`src/rtl/io_hex_pkg.sv`:
```
// Shared FSM states, port addresses and 7-segment codes for the hex output block.
package io_hex_pkg;

  typedef enum logic [1:0] {
    IDLE,
    SHIFT,
    STORE
  } state_t;

  localparam logic [1:0] ADDR_PORT0 = 2'd0;
  localparam logic [1:0] ADDR_PORT1 = 2'd1;
  localparam logic [1:0] ADDR_PORT2 = 2'd2;
  localparam logic [1:0] ADDR_NONE  = 2'd3;

  // Active-low segments, bit6..bit0 = g..a.
  localparam logic [6:0] SEG_BLANK = 7'b1111111;
  localparam logic [6:0] SEG_DASH  = 7'b0111111;
  localparam logic [6:0] SEG_ZERO  = 7'b1000000;

  function automatic logic [6:0] digit_seg(input logic [3:0] d);
    case (d)
      4'd0:    return SEG_ZERO;
      4'd1:    return 7'b1111001;
      4'd2:    return 7'b0100100;
      4'd3:    return 7'b0110000;
      4'd4:    return 7'b0011001;
      4'd5:    return 7'b0010010;
      4'd6:    return 7'b0000010;
      4'd7:    return 7'b1111000;
      4'd8:    return 7'b0000000;
      4'd9:    return 7'b0010000;
      default: return SEG_BLANK;
    endcase
  endfunction

endpackage

```
`src/rtl/bcd_to_seg7.sv`:
```
// Combinational BCD digit to active-low 7-segment decoder with blanking.
module bcd_to_seg7
  import io_hex_pkg::*;
(
  input  logic [3:0] bcd,
  input  logic       blank,
  output logic [6:0] seg
);

  always_comb begin
    seg = blank ? SEG_BLANK : digit_seg(bcd);
  end

endmodule

```
`src/rtl/io_hex_output.sv`:
```
// Three CPU output ports shown as two-digit decimal on six seven-segment displays,
// converted by one shared double-dabble engine.
module io_hex_output
  import io_hex_pkg::*;
#(
  parameter int unsigned BLANK_LEADING = 1,
  parameter int unsigned CONV_BITS     = 7
) (
  input  logic        clock,
  input  logic        reset,
  input  logic        wr_en,
  input  logic [1:0]  addr,
  input  logic [31:0] wr_data,
  output logic [31:0] out_port0,
  output logic [31:0] out_port1,
  output logic [31:0] out_port2,
  output logic [6:0]  hex0,
  output logic [6:0]  hex1,
  output logic [6:0]  hex2,
  output logic [6:0]  hex3,
  output logic [6:0]  hex4,
  output logic [6:0]  hex5,
  output logic        busy
);

  localparam int unsigned CNT_W = $clog2(CONV_BITS + 1);
  localparam logic [6:0] SEG_TENS_RST = (BLANK_LEADING != 0) ? SEG_BLANK : SEG_ZERO;

  state_t               state, state_next;
  logic [2:0]           pending;
  logic [2:0]           wr_set;
  logic [2:0]           pick_mask;
  logic [1:0]           pick;
  logic [31:0]          pick_val;
  logic                 take;
  logic [1:0]           sel;
  logic [CNT_W-1:0]     count;
  logic                 over;
  logic [7:0]           bcd;
  logic [CONV_BITS-1:0] bin;
  logic [3:0]           lo_adj;
  logic [2:0]           hi_adj;
  logic                 tens_blank;
  logic [6:0]           tens_raw, units_raw, tens_seg, units_seg;

  always_comb begin
    wr_set = '0;
    if (wr_en) begin
      case (addr)
        ADDR_PORT0: wr_set = 3'b001;
        ADDR_PORT1: wr_set = 3'b010;
        ADDR_PORT2: wr_set = 3'b100;
        ADDR_NONE:  wr_set = '0;
      endcase
    end
  end

  always_comb begin
    pick      = ADDR_PORT0;
    pick_val  = out_port0;
    pick_mask = 3'b001;
    if (pending[0]) begin
      pick      = ADDR_PORT0;
      pick_val  = out_port0;
      pick_mask = 3'b001;
    end else if (pending[1]) begin
      pick      = ADDR_PORT1;
      pick_val  = out_port1;
      pick_mask = 3'b010;
    end else if (pending[2]) begin
      pick      = ADDR_PORT2;
      pick_val  = out_port2;
      pick_mask = 3'b100;
    end
    take = (state == IDLE) && (pending != '0);
  end

  // Double-dabble step: correct nibbles >= 5, then shift the next binary bit in.
  always_comb begin
    lo_adj = (bcd[3:0] >= 4'd5) ? bcd[3:0] + 4'd3 : bcd[3:0];
    hi_adj = 3'((bcd[7:4] >= 4'd5) ? bcd[7:4] + 4'd3 : bcd[7:4]);
  end

  always_comb begin
    tens_blank = (BLANK_LEADING != 0) && (bcd[7:4] == 4'd0);
    tens_seg   = over ? SEG_DASH : tens_raw;
    units_seg  = over ? SEG_DASH : units_raw;
  end

  bcd_to_seg7 u_tens (
    .bcd   (bcd[7:4]),
    .blank (tens_blank),
    .seg   (tens_raw)
  );

  bcd_to_seg7 u_units (
    .bcd   (bcd[3:0]),
    .blank (1'b0),
    .seg   (units_raw)
  );

  always_ff @(posedge clock) begin
    if (reset) state <= IDLE;
    else       state <= state_next;
  end

  always_comb begin
    state_next = state;
    case (state)
      IDLE:    if (take) state_next = SHIFT;
      SHIFT:   if (count == CNT_W'(1)) state_next = STORE;
      STORE:   state_next = IDLE;
      default: state_next = IDLE;
    endcase
  end

  always_ff @(posedge clock) begin
    if (reset) begin
      out_port0 <= '0;
      out_port1 <= '0;
      out_port2 <= '0;
      pending   <= '0;
      sel       <= ADDR_PORT0;
      count     <= '0;
      over      <= 1'b0;
      bcd       <= '0;
      bin       <= '0;
      hex0      <= SEG_ZERO;
      hex1      <= SEG_TENS_RST;
      hex2      <= SEG_ZERO;
      hex3      <= SEG_TENS_RST;
      hex4      <= SEG_ZERO;
      hex5      <= SEG_TENS_RST;
    end else begin
      if (wr_set[0]) out_port0 <= wr_data;
      if (wr_set[1]) out_port1 <= wr_data;
      if (wr_set[2]) out_port2 <= wr_data;
      // A write landing on the capture edge wins, so the newer value is converted next.
      pending <= (pending & ~(take ? pick_mask : 3'b000)) | wr_set;
      case (state)
        IDLE: begin
          if (take) begin
            sel   <= pick;
            bin   <= pick_val[CONV_BITS-1:0];
            bcd   <= '0;
            over  <= (pick_val > 32'd99);
            count <= CNT_W'(CONV_BITS);
          end
        end
        SHIFT: begin
          bcd   <= {hi_adj, lo_adj, bin[CONV_BITS-1]};
          bin   <= {bin[CONV_BITS-2:0], 1'b0};
          count <= count - CNT_W'(1);
        end
        STORE: begin
          case (sel)
            ADDR_PORT0: begin hex1 <= tens_seg; hex0 <= units_seg; end
            ADDR_PORT1: begin hex3 <= tens_seg; hex2 <= units_seg; end
            ADDR_PORT2: begin hex5 <= tens_seg; hex4 <= units_seg; end
            default: ;
          endcase
        end
        default: ;
      endcase
    end
  end

  assign busy = (state != IDLE) || (pending != '0);

endmodule
```
`config.mk`:
```
export PLATFORM = sky130hd
export DESIGN_NAME = io_hex_output
export DESIGN_NICKNAME = d
export VERILOG_FILES = /design/src/rtl/io_hex_pkg.sv /design/src/rtl/bcd_to_seg7.sv /design/src/rtl/io_hex_output.sv
export SDC_FILE = /design/constraint.sdc
export NUM_CORES = 1
export LEC_CHECK = 0
export BUFFER_PORTS_ARGS = -buffer_cell sky130_fd_sc_hd__buf_2
export CELL_PAD_IN_SITES_DETAIL_PLACEMENT = 1
export CELL_PAD_IN_SITES_GLOBAL_PLACEMENT = 2
export CORE_MARGIN = 3
export CORE_UTILIZATION = 30
export CTS_BUF_LIST = sky130_fd_sc_hd__clkbuf_16
export CTS_CLUSTER_SIZE = 14
export DETAILED_ROUTE_END_ITERATION = 10
export PLACE_DENSITY_LB_ADDON = 0.1
export SYNTH_ARGS = -nofsm -noshare
export SYNTH_HDL_FRONTEND = slang
export SYNTH_SLANG_ARGS = --single-unit
```
`constraint.sdc`:
```
create_clock -name clock -period 2.5 [get_ports clock]
set_input_delay 0.5 -clock clock [delete_from_list [all_inputs] [get_ports clock]]
set_output_delay 0.5 -clock clock [all_outputs]
set_load 0.005 [all_outputs]
```
==> key figures <==
Outcome
  • Status: finished, final reports clean

Timing
  • Final setup fails: 0
  • Post-layout min period: 2.271 ns
  • TNS Setup: 0 ns
  • Fin crit share: 90.84%
  • Slew headroom: 44.30%
  • Fmax achieved: 440.3 MHz
  • Pins Over Slew Limit: 0
  • Final setup skew: 0.01284 ns
  • Worst Max-Slew Pin Slew: 0.8354 ns
  • Final hold viol count: 0
  • RSZ-0062 raised after global routing: false

Setup path
  • Crit-path slowest cell: a2111oi_1
  • Worst Reg2Reg Path Length in Cells: 11
  • CP Buf/Inv Count: 3
  • CP Cell Sequence: inv_1, ha_1, nand2b_1, a2111oi_1, a221oi_2, nor2_1, inv_1, ha_1, inv_1, a211oi_1, a311oi_1
  • Nature of the critical path endpoint: flip-flop
  • Reg2reg setup slack: 0.23 ns
  • Worst reg2reg endpoint: units_raw[4]$_DFF_P_
  • CP Data Required Time: 2.83 ns
  • Top delay family on crit path: compound AO/OA/AOI/OAI gates
  • Critical Path Most Common Cell: inv_1
  • Reg2reg start: bcd[0]$_SDFFE_PP0N_
  • Critical Path Source Type: flip-flop
  • Crit-path max FO: 5
  • Worst path max stage delay: 0.50 ns
  • Critical path depth: 11
  • Critical Path AT: 2.60 ns
  • WS Path Type: flip-flop to flip-flop

Layout
  • Commonest non-fill, non-tap cells in the layout: nand2_1 (230), dfxtp_1 (178), buf_2 (174)
  • Finished Cell Area: 8909 µm²
  • Share of layout cells above drive strength 1: 24.30%
  • Inserted Diodes: 0
  • Area grow syn2layout: 25.09%
  • Non-Filler Instances: 1346
  • Layout Nets: 1073
  • Most common cell after layout, fill and taps aside: nand2_1

Worst hold path
  • Hold wc startpoint: wr_data[6]
  • Worst Hold Path Cells: 3
  • Tightest Hold Check Type: input port to flip-flop
  • Hold Path Sink: out_port0[6]$_SDFFE_PP0P_

Synthesis
  • Mapped Area: 7122 µm²
  • Yosys Warn Count: 0
  • Post-Syn Nets: 914
  • #FFs+latches synth: 178
  • Number of synthesized flops with an enable pin: 0
  • Main synth FF type: dfxtp_1
  • Instance count of the mapped netlist: 861
  • Library cells used by synthesis: 63
  • Synth area leaders: dfxtp_1 (50%), nand2_1 (12%), a21oi_1 (8.0%)
  • Cell accounting for the most synthesized area: dfxtp_1
  • Share of the synthesized area in the top cell type: 50.04%
  • Ys async rst share: 0%
  • Synthesized area per cell: 8.272 µm²
  • Register area share after synthesis: 50.04%

Floorplanning
  • Die X-Extent: 160.1 µm
  • Die height: 160.1 µm
  • Cell Rows: 55
  • Die area: 25620 µm²
  • Io pins: 176
  • CORE AREA: 22980 µm²
  • Initial Utilization: 30.99%

Power and ir drop
  • Leakage: 3.784 nW
  • PwrDens: 686.8 nW/µm²
  • Peak supply drop: 406.2 µV

Route
  • DR DRC count: 0
  • DR pass1 iterations: 4
  • Initial drt markers: 242
  • WL/cell: 17.68 µm
  • Vias: 6542
  • Post-route ant nets: 0
  • Routed WL: 23790 µm
  • Vias per inst: 4.860

Placed design
  • Port buffer count: 175
  • Detailed-placement wirelength estimate: 17150 µm
  • Placed inst area: 8334 µm²
  • GP Congestion: 0.7583
  • Placed cell count: 1314

Global routing
  • Initial antenna violation count: 2
  • Largest net degree at the start of global routing: 67
  • Total gr overflow: 0
  • Gr usage total: 18.42%
  • Vias in the first global route: 6720
  • First-pass GRT wire length: 38010 µm

Clock tree
  • CTS buffer count: 17
  • CTS Root Buffer Type: clkbuf_16
  • Setup bufs post-CTS: 0
  • Maximum clock path buffer count: 2
  • Clock sink count: 178
  • Worst-path clk slew: 0.07 ns
  • H-tree lvl count: 4
  • Clk_lat worst skew: 0.42 ns
  • CTS tree: done

Job
  • Max cap viols: 0
-- worst reg2reg max path, stage by stage, from the launching register on --
cell and delay [ns]:
dfxtp_1 0.35, inv_1 0.09, ha_1 0.24, nand2b_1 0.10, a2111oi_1 0.50, a221oi_2 0.11, nor2_1 0.15, inv_1 0.09
ha_1 0.20, inv_1 0.07, a211oi_1 0.06, a311oi_1 0.23
-- registers in the layout, indices dropped and copies added, names as in the netlist, named ones only --
| register | flops |
|---|---|
| hex3 | 7 |
| sel | 2 |
| pending | 3 |
| over | 1 |
| out_port2 | 32 |
| state | 2 |
| bcd | 8 |
| hex1 | 7 |
| out_port1 | 32 |
| bin | 7 |
| hex5 | 7 |
| units_raw | 7 |
| hex0 | 7 |
| count | 3 |
| hex4 | 7 |
| hex2 | 7 |
| out_port0 | 32 |
-- cells by family after synthesis --
logic type	share of synthesized area, %
adder cells (fa/ha/maj)	2.811
AO/OA/AOI/OAI	19.15
XOR/XNOR	0.4920
AND/OR/NAND/NOR	22.54
multiplexers	0.5622
buffers and inverters	4.410
flip-flops	50.04
-- layout make-up --
| type | count | area [µm²] |
|---|---|---|
| Inverter | 19 | 71.32 |
| Sequential cell | 178 | 3563 |
| Clock inverter | 15 | 142.6 |
| Tap cell | 313 | 391.6 |
| Fill cell | 2852 | 14080 |
| Multi-Input combinational cell | 605 | 3256 |
| Timing Repair Buffer | 199 | 1059 |
| Clock buffer | 17 | 425.4 |
-- cell usage after synthesis (all sizes together), types with 5 or more instances --
library cell	instances
nor3	14
o21ai	18
a221oi	5
nand2b	6
a211oi	23
dfxtp	178
nor4	16
buf	9
inv	19
a22oi	6
o211ai	24
ha	16
nand2	231
nor2	64
clkbuf	50
a21oi	114
-- report_power, final --
group | internal (W) | switching, W
combinational | 0.000181 | 0.000331
clock | 0.00147 | 0.00117
sequential | 0.00291 | 0.0000651
-- through the flow --
stage / util [%] / setup slack [ns] / total power (W) / hold WS, ns
6_report: 38.76 / 0.2290 / 0.006119 / 0.3348
3_5_place_dp: 36.26 / 0.1452 / 0.003562 / 0.4640
2_1_floorplan: - / 0.2482 / 0.003314 / 0.4546
4_1_cts: 38.73 / 0.1268 / 0.006225 / 0.3159
5_1_grt: 38.76 / 0.04206 / 0.006392 / 0.3224
3_3_place_gp: 36.26 / 0.1999 / 0.003560 / 0.4595
-- how the worst max path moves through the flow --
stage / from / endpoint
finish: bcd[0]$_SDFFE_PP0N_ / units_raw[4]$_DFF_P_
global route: bcd[0]$_SDFFE_PP0N_ / units_raw[4]$_DFF_P_
CTS: bcd[5]$_SDFFE_PP0N_ / flip-flop
detailed placement: bcd[5]$_SDFFE_PP0N_ / flip-flop
global placement: bcd[5]$_SDFFE_PP0N_ / flip-flop
floorplan: bcd[5]$_SDFFE_PP0N_ / flip-flop
-- routing by layer --
| metal | up-vias | share of wire, % | track usage [%] |
|---|---|---|---|
| met4 | 4 | 0.54 | 3.511 |
| met1 | 3166 | 44 | 22.59 |
| met2 | 96 | 50 | 32.04 |
| met5 | - | 0.11 | 0 |
| met3 | 11 | 5.2 | 5.733 |
| li1 | 3265 | - | - |
-- repair_timing --
| action | CTS | global route |
|---|---|---|
| hold buffers | 0 | 0 |
| endpoints found under the setup margin | 0 | 3 |
| resized for setup | 0 | 2 |
Power figures use the tool's default switching activity.
